`src/rtl/rf_write_arbiter.sv`:
```
// rtl/rf_write_arbiter.sv - round-robin arbiter for the shared 16-entry register-file write port.
// Optional: RF_ZERO_REG_PROTECT_EN suppresses writes to register 0 (still acked, still rotates).
module rf_write_arbiter #(
  parameter  int NREQ = 4,
  parameter  int DW   = 8,
  localparam int PW   = $clog2(NREQ)
) (
  input  logic              clk,
  input  logic              rst_n,
  input  logic [NREQ-1:0]   req,
  input  logic [4*NREQ-1:0] req_addr,
  input  logic [DW*NREQ-1:0] req_data,
  input  logic              rf_stall,
  output logic [NREQ-1:0]   ack,
  output logic              wr_en,
  output logic [3:0]        wr_addr,
  output logic [DW-1:0]     wr_data,
  output logic [15:0]       wr_sel,
  output logic [PW-1:0]     rr_ptr
);

  logic [NREQ-1:0] ack_q, ack_d;
  logic            wr_en_q, wr_en_d;
  logic [3:0]      wr_addr_q, wr_addr_d;
  logic [DW-1:0]   wr_data_q, wr_data_d;
  logic [15:0]     wr_sel_q, wr_sel_d;
  logic [PW-1:0]   rr_ptr_q, rr_ptr_d;

  logic [NREQ-1:0] elig;
  logic            found;
  logic            grant;
  logic [PW-1:0]   win;
  logic [3:0]      win_addr;
  logic [DW-1:0]   win_data;
  int              idx;
  int              nxt;

  // Winner search: first eligible index starting at rr_ptr, wrapping modulo NREQ.
  always_comb begin
    elig  = req & ~ack_q;
    found = 1'b0;
    win   = '0;
    idx   = 0;
    for (int k = 0; k < NREQ; k++) begin
      idx = int'(rr_ptr_q) + k;
      if (idx >= NREQ) idx = idx - NREQ;
      if (!found && elig[idx]) begin
        found = 1'b1;
        win   = PW'(idx);
      end
    end
  end

  always_comb begin
    grant    = found && !rf_stall;
    win_addr = req_addr[4*int'(win) +: 4];
    win_data = req_data[DW*int'(win) +: DW];
    nxt      = int'(win) + 1;
    if (nxt == NREQ) nxt = 0;

    ack_d     = '0;
    wr_en_d   = 1'b0;
    wr_addr_d = wr_addr_q;
    wr_data_d = wr_data_q;
    wr_sel_d  = '0;
    rr_ptr_d  = rr_ptr_q;

    if (grant) begin
      ack_d[win] = 1'b1;
      wr_addr_d  = win_addr;
      wr_data_d  = win_data;
      rr_ptr_d   = PW'(nxt);
`ifdef RF_ZERO_REG_PROTECT_EN
      wr_en_d    = (win_addr != 4'd0);
`else
      wr_en_d    = 1'b1;
`endif
    end
    if (wr_en_d) wr_sel_d[win_addr] = 1'b1;
  end

  always_ff @(posedge clk or negedge rst_n) begin
    if (!rst_n) begin
      ack_q     <= '0;
      wr_en_q   <= 1'b0;
      wr_addr_q <= '0;
      wr_data_q <= '0;
      wr_sel_q  <= '0;
      rr_ptr_q  <= '0;
    end else begin
      ack_q     <= ack_d;
      wr_en_q   <= wr_en_d;
      wr_addr_q <= wr_addr_d;
      wr_data_q <= wr_data_d;
      wr_sel_q  <= wr_sel_d;
      rr_ptr_q  <= rr_ptr_d;
    end
  end

  assign ack     = ack_q;
  assign wr_en   = wr_en_q;
  assign wr_addr = wr_addr_q;
  assign wr_data = wr_data_q;
  assign wr_sel  = wr_sel_q;
  assign rr_ptr  = rr_ptr_q;

endmodule
```
`config.mk`:
```
export PLATFORM = sky130hd
export DESIGN_NAME = rf_write_arbiter
export DESIGN_NICKNAME = d
export VERILOG_FILES = /design/src/rtl/rf_write_arbiter.sv
export SDC_FILE = /design/constraint.sdc
export NUM_CORES = 1
export LEC_CHECK = 0
export BUFFER_PORTS_ARGS = -buffer_cell sky130_fd_sc_hd__buf_4
export CORE_UTILIZATION = 49
export CTS_BUF_LIST = sky130_fd_sc_hd__clkbuf_4
export CTS_CLUSTER_DIAMETER = 30
export CTS_CLUSTER_SIZE = 10
export DETAILED_ROUTE_END_ITERATION = 10
export HOLD_SLACK_MARGIN = 0.02
export PLACE_DENSITY = 0.83
export SLEW_MARGIN = 20
export SYNTH_ARGS = -nofsm -noshare
export SYNTH_HDL_FRONTEND = slang
export SYNTH_SLANG_ARGS = --single-unit
```
`constraint.sdc`:
```
create_clock -name clk -period 2.65 [get_ports clk]
set_clock_uncertainty 0.15 [all_clocks]
set_input_delay 0.53 -clock clk [delete_from_list [all_inputs] [get_ports clk]]
set_output_delay 0.53 -clock clk [all_outputs]
set_load 0.01 [all_outputs]
```
==> results.cfg <==
[finish]
layout-drive-gt1-share = 0.5112
syn_to_final_growth_pct = 40.42
fin_area_sq_um = 2825
diodes = 0
nets = 326
final_util = 0.7437

[synth]
yosysWarnings = 0
synth_cells = 171
netlist_area_sq_um = 2012
ys_top_cells_by_area = dfrtp_1 44%, mux2i_1 8.0%, mux2_2 6.7%, mux2_4 4.5%, nor3_1 4.0%
synthXorXnorAreaFrac = 0
synthAdderAreaFrac = 0.02488
yosysUniqueCellTypes = 32
ys_seq_elements = 35
yosysTopAreaCell = dfrtp_1
synth_compound_gate_area_share = 0.1474
synth_top_family_by_area = multiplexers
synth_top_area_share = 0.4353
yosysSeqAreaShare = 0.4353
synthMuxAreaShare = 0.2139
syn_nets = 230
syn_avg_cell_area_sq_um = 11.77
synth-simple-area-share = 0.1362

[pwr]
power.density_nw_per_um2 = 913.9
cellLeakagePower_nw = 1.401
seqPwrFrac = 0.301
p_sw_frac = 0.3862
vdd_drop_max_uv = 487.9
internal_power_mw = 1.585
p_total_mw = 2.582
p_sw_mw = 0.9972
pwr-share-comb = 0.549
clkPwrFrac = 0.150

[placed_design]
portBuffers = 89
placed_area_sq_um = 2734
dpl.hpwl_microns = 3884
routabilityCongestion = 0.8105

[critical_path]
end_kind = flip-flop
path_buf_inv = 1
crit_family = compound AO/OA/AOI/OAI gates
reg2reg_depth = 7
cp-endpoint = wr_sel[7]
cp_slowest_cell = dfrtp_1
crit_required_ns = 2.75
path_class = flip-flop to flip-flop
startpoint = ack[2]
r2r_setup_slack_ns = 0.28
critPathMaxFanout = 11
crit_path_start_kind = flip-flop
worstPathArrival_ns = 2.48
critical_path.cell_chain = nand2b_4, a311oi_4, a2bb2oi_4, buf_4, mux2i_1, a22oi_2, nor3_1
critical_path_depth = 7
timing.rr.end = wr_sel[7]
max_stage_delay_ns = 0.41
worstReg2RegStart = ack[2]

[clock_network]
numCtsBuffers = 5
cts_buffer_depth = 2
clk_pin_slew_ns = 0.11
cts-root-buf = clkbuf_4
ctsHoldBuffers = 1
cts_resized = 0
cts.repair_timing.setup_buffer_count = 0
cts.sinks = 35
cts-htree-levels = 2
cts_tree = done
insertion_delay_ns = 0.34

[global_routing]
grt_max_degree = 36
grtUsageTotal = 0.2436
grt-ovfl-total = 0
antenna_found_initial = 0
grt_pass1_wl_microns = 7955
grt_pass1_vias = 1742

[worst_hold_path]
worstHoldPathType = input pin to flip-flop

[route]
via_per_inst = 5.427
vias = 1715
drtIter0Drc = 99
drc = 0
wire_per_inst_microns = 15.87
routed_wl_microns = 5016
dr.pass1.iters = 4
ant_nets = 0

[die]
ios = 90
rows = 22
die_w_microns = 66.08
die_h_microns = 66.08
dieArea_sq_um = 4366
start_util = 0.5296
design.core.area_sq_um = 3799

[timing]
rsz0062_at_grt = false
timing.hold.ws_ns = 0.3048
setup_viol = 0
min_period_ns = 2.374
fmax_ghz = 0.4211
tns_ns = 0
min_period_over_period = 0.8960
finalMaxSlewViolations = 0
hold_violations = 0
relSlewSlack = 0.6934
worst_pin_slew_ns = 0.4599

[run]
maxCapViolations = 0

[run_status]
status = finished clean
-- cell usage in the layout, fill, tap and decap left out, types with 2 or more instances in the layout --
cell	Yosys	routed
nor2_1	6	6
a22oi_2	4	4
mux2_4	6	6
buf_4	0	94
and2_1	4	4
ha_1	4	4
inv_1	4	4
mux2_2	12	12
nand2b_1	9	9
o221ai_1	2	2
o21ai_0	4	4
clkbuf_4	0	5
nand2_1	10	10
o21ai_1	9	9
mux2i_4	2	2
dfrtp_1	35	35
nor3_1	16	16
nor2b_4	2	2
mux2i_1	16	16
a22oi_1	10	10
-- worst min path at each step --
stage / startpoint / to / slack, ns / cells past startpoint
6_report: req_data[1] / wr_data[1] / 0.30 / 3
3_3_place_gp: wr_addr[1] / wr_addr[1] / 0.31 / 2
4_1_cts: req_data[1] / wr_data[1] / 0.30 / 3
3_5_place_dp: wr_addr[1] / wr_addr[1] / 0.35 / 2
2_1_floorplan: rst_n / ack[0] / 0.08 / 0
5_1_grt: req_data[7] / wr_data[7] / 0.32 / 3
-- synthesized netlist by cell type (all sizes together) --
cell type,instances
a21oi,1
a22oi,14
a2bb2oi,1
a311oi,1
a31o,1
and2,4
buf,5
clkbuf,2
dfrtp,35
ha,4
inv,5
mux2,18
mux2i,18
nand2,10
nand2b,10
nor2,7
nor2b,2
nor3,16
o21ai,13
o21bai,2
o221ai,2
-- final cells by class --
type	instances	area (sq um)
clock buffers	5	37.54
clock inverters	3	43.79
fillers	273	973.4
inverters	5	21.27
multi-input cells	124	1051
flip-flops and latches	35	875.8
well taps	48	60.06
repair buffers	96	735.7
-- tightest hold or removal path: stages --
cell	delay, ns
buf_4	0.08
mux2i_1	0.05
o21ai_1	0.10
-- logic make-up (layout without fill, tap and decap cells) --
group | Yosys count | in the layout
mux | 36 | 36
flops | 35 | 35
fa+ha+maj | 4 | 4
compound gates | 35 | 35
simple gates | 49 | 49
buf+inv | 12 | 109
-- state kept, by name, summed over array words and instances (netlist names) --
register and flops:
wr_en 1, rr_ptr 2, ack 4, wr_addr 4
wr_sel 16, wr_data 8
-- power by group through the flow --
stage / logic [mW] / registers (mW) / clock network, mW
detailed placement: 1.41 / 0.790 / 0
global route: 1.52 / 0.797 / 0.417
finish: 1.42 / 0.778 / 0.386
floorplan: 0.871 / 0.853 / 0
CTS: 1.42 / 0.779 / 0.388
global placement: 1.37 / 0.783 / 0
-- per-stage QoR --
stage               setup slack [ns]  cells
CTS                           0.2933    316
global route                  0.1638    316
global placement              0.1007    307
detailed placement           0.03112    307
finish                        0.2755    316
floorplan                     0.3201    171
-- layer usage --
layer / part of all wire / track usage
met3: 0.040 / 0.04138
met5: 0 / 0
met1: 0.41 / 0.2927
met2: 0.54 / 0.4375
met4: 0.014 / 0.07979
Note: power is estimated with default switching activity, not from simulation.
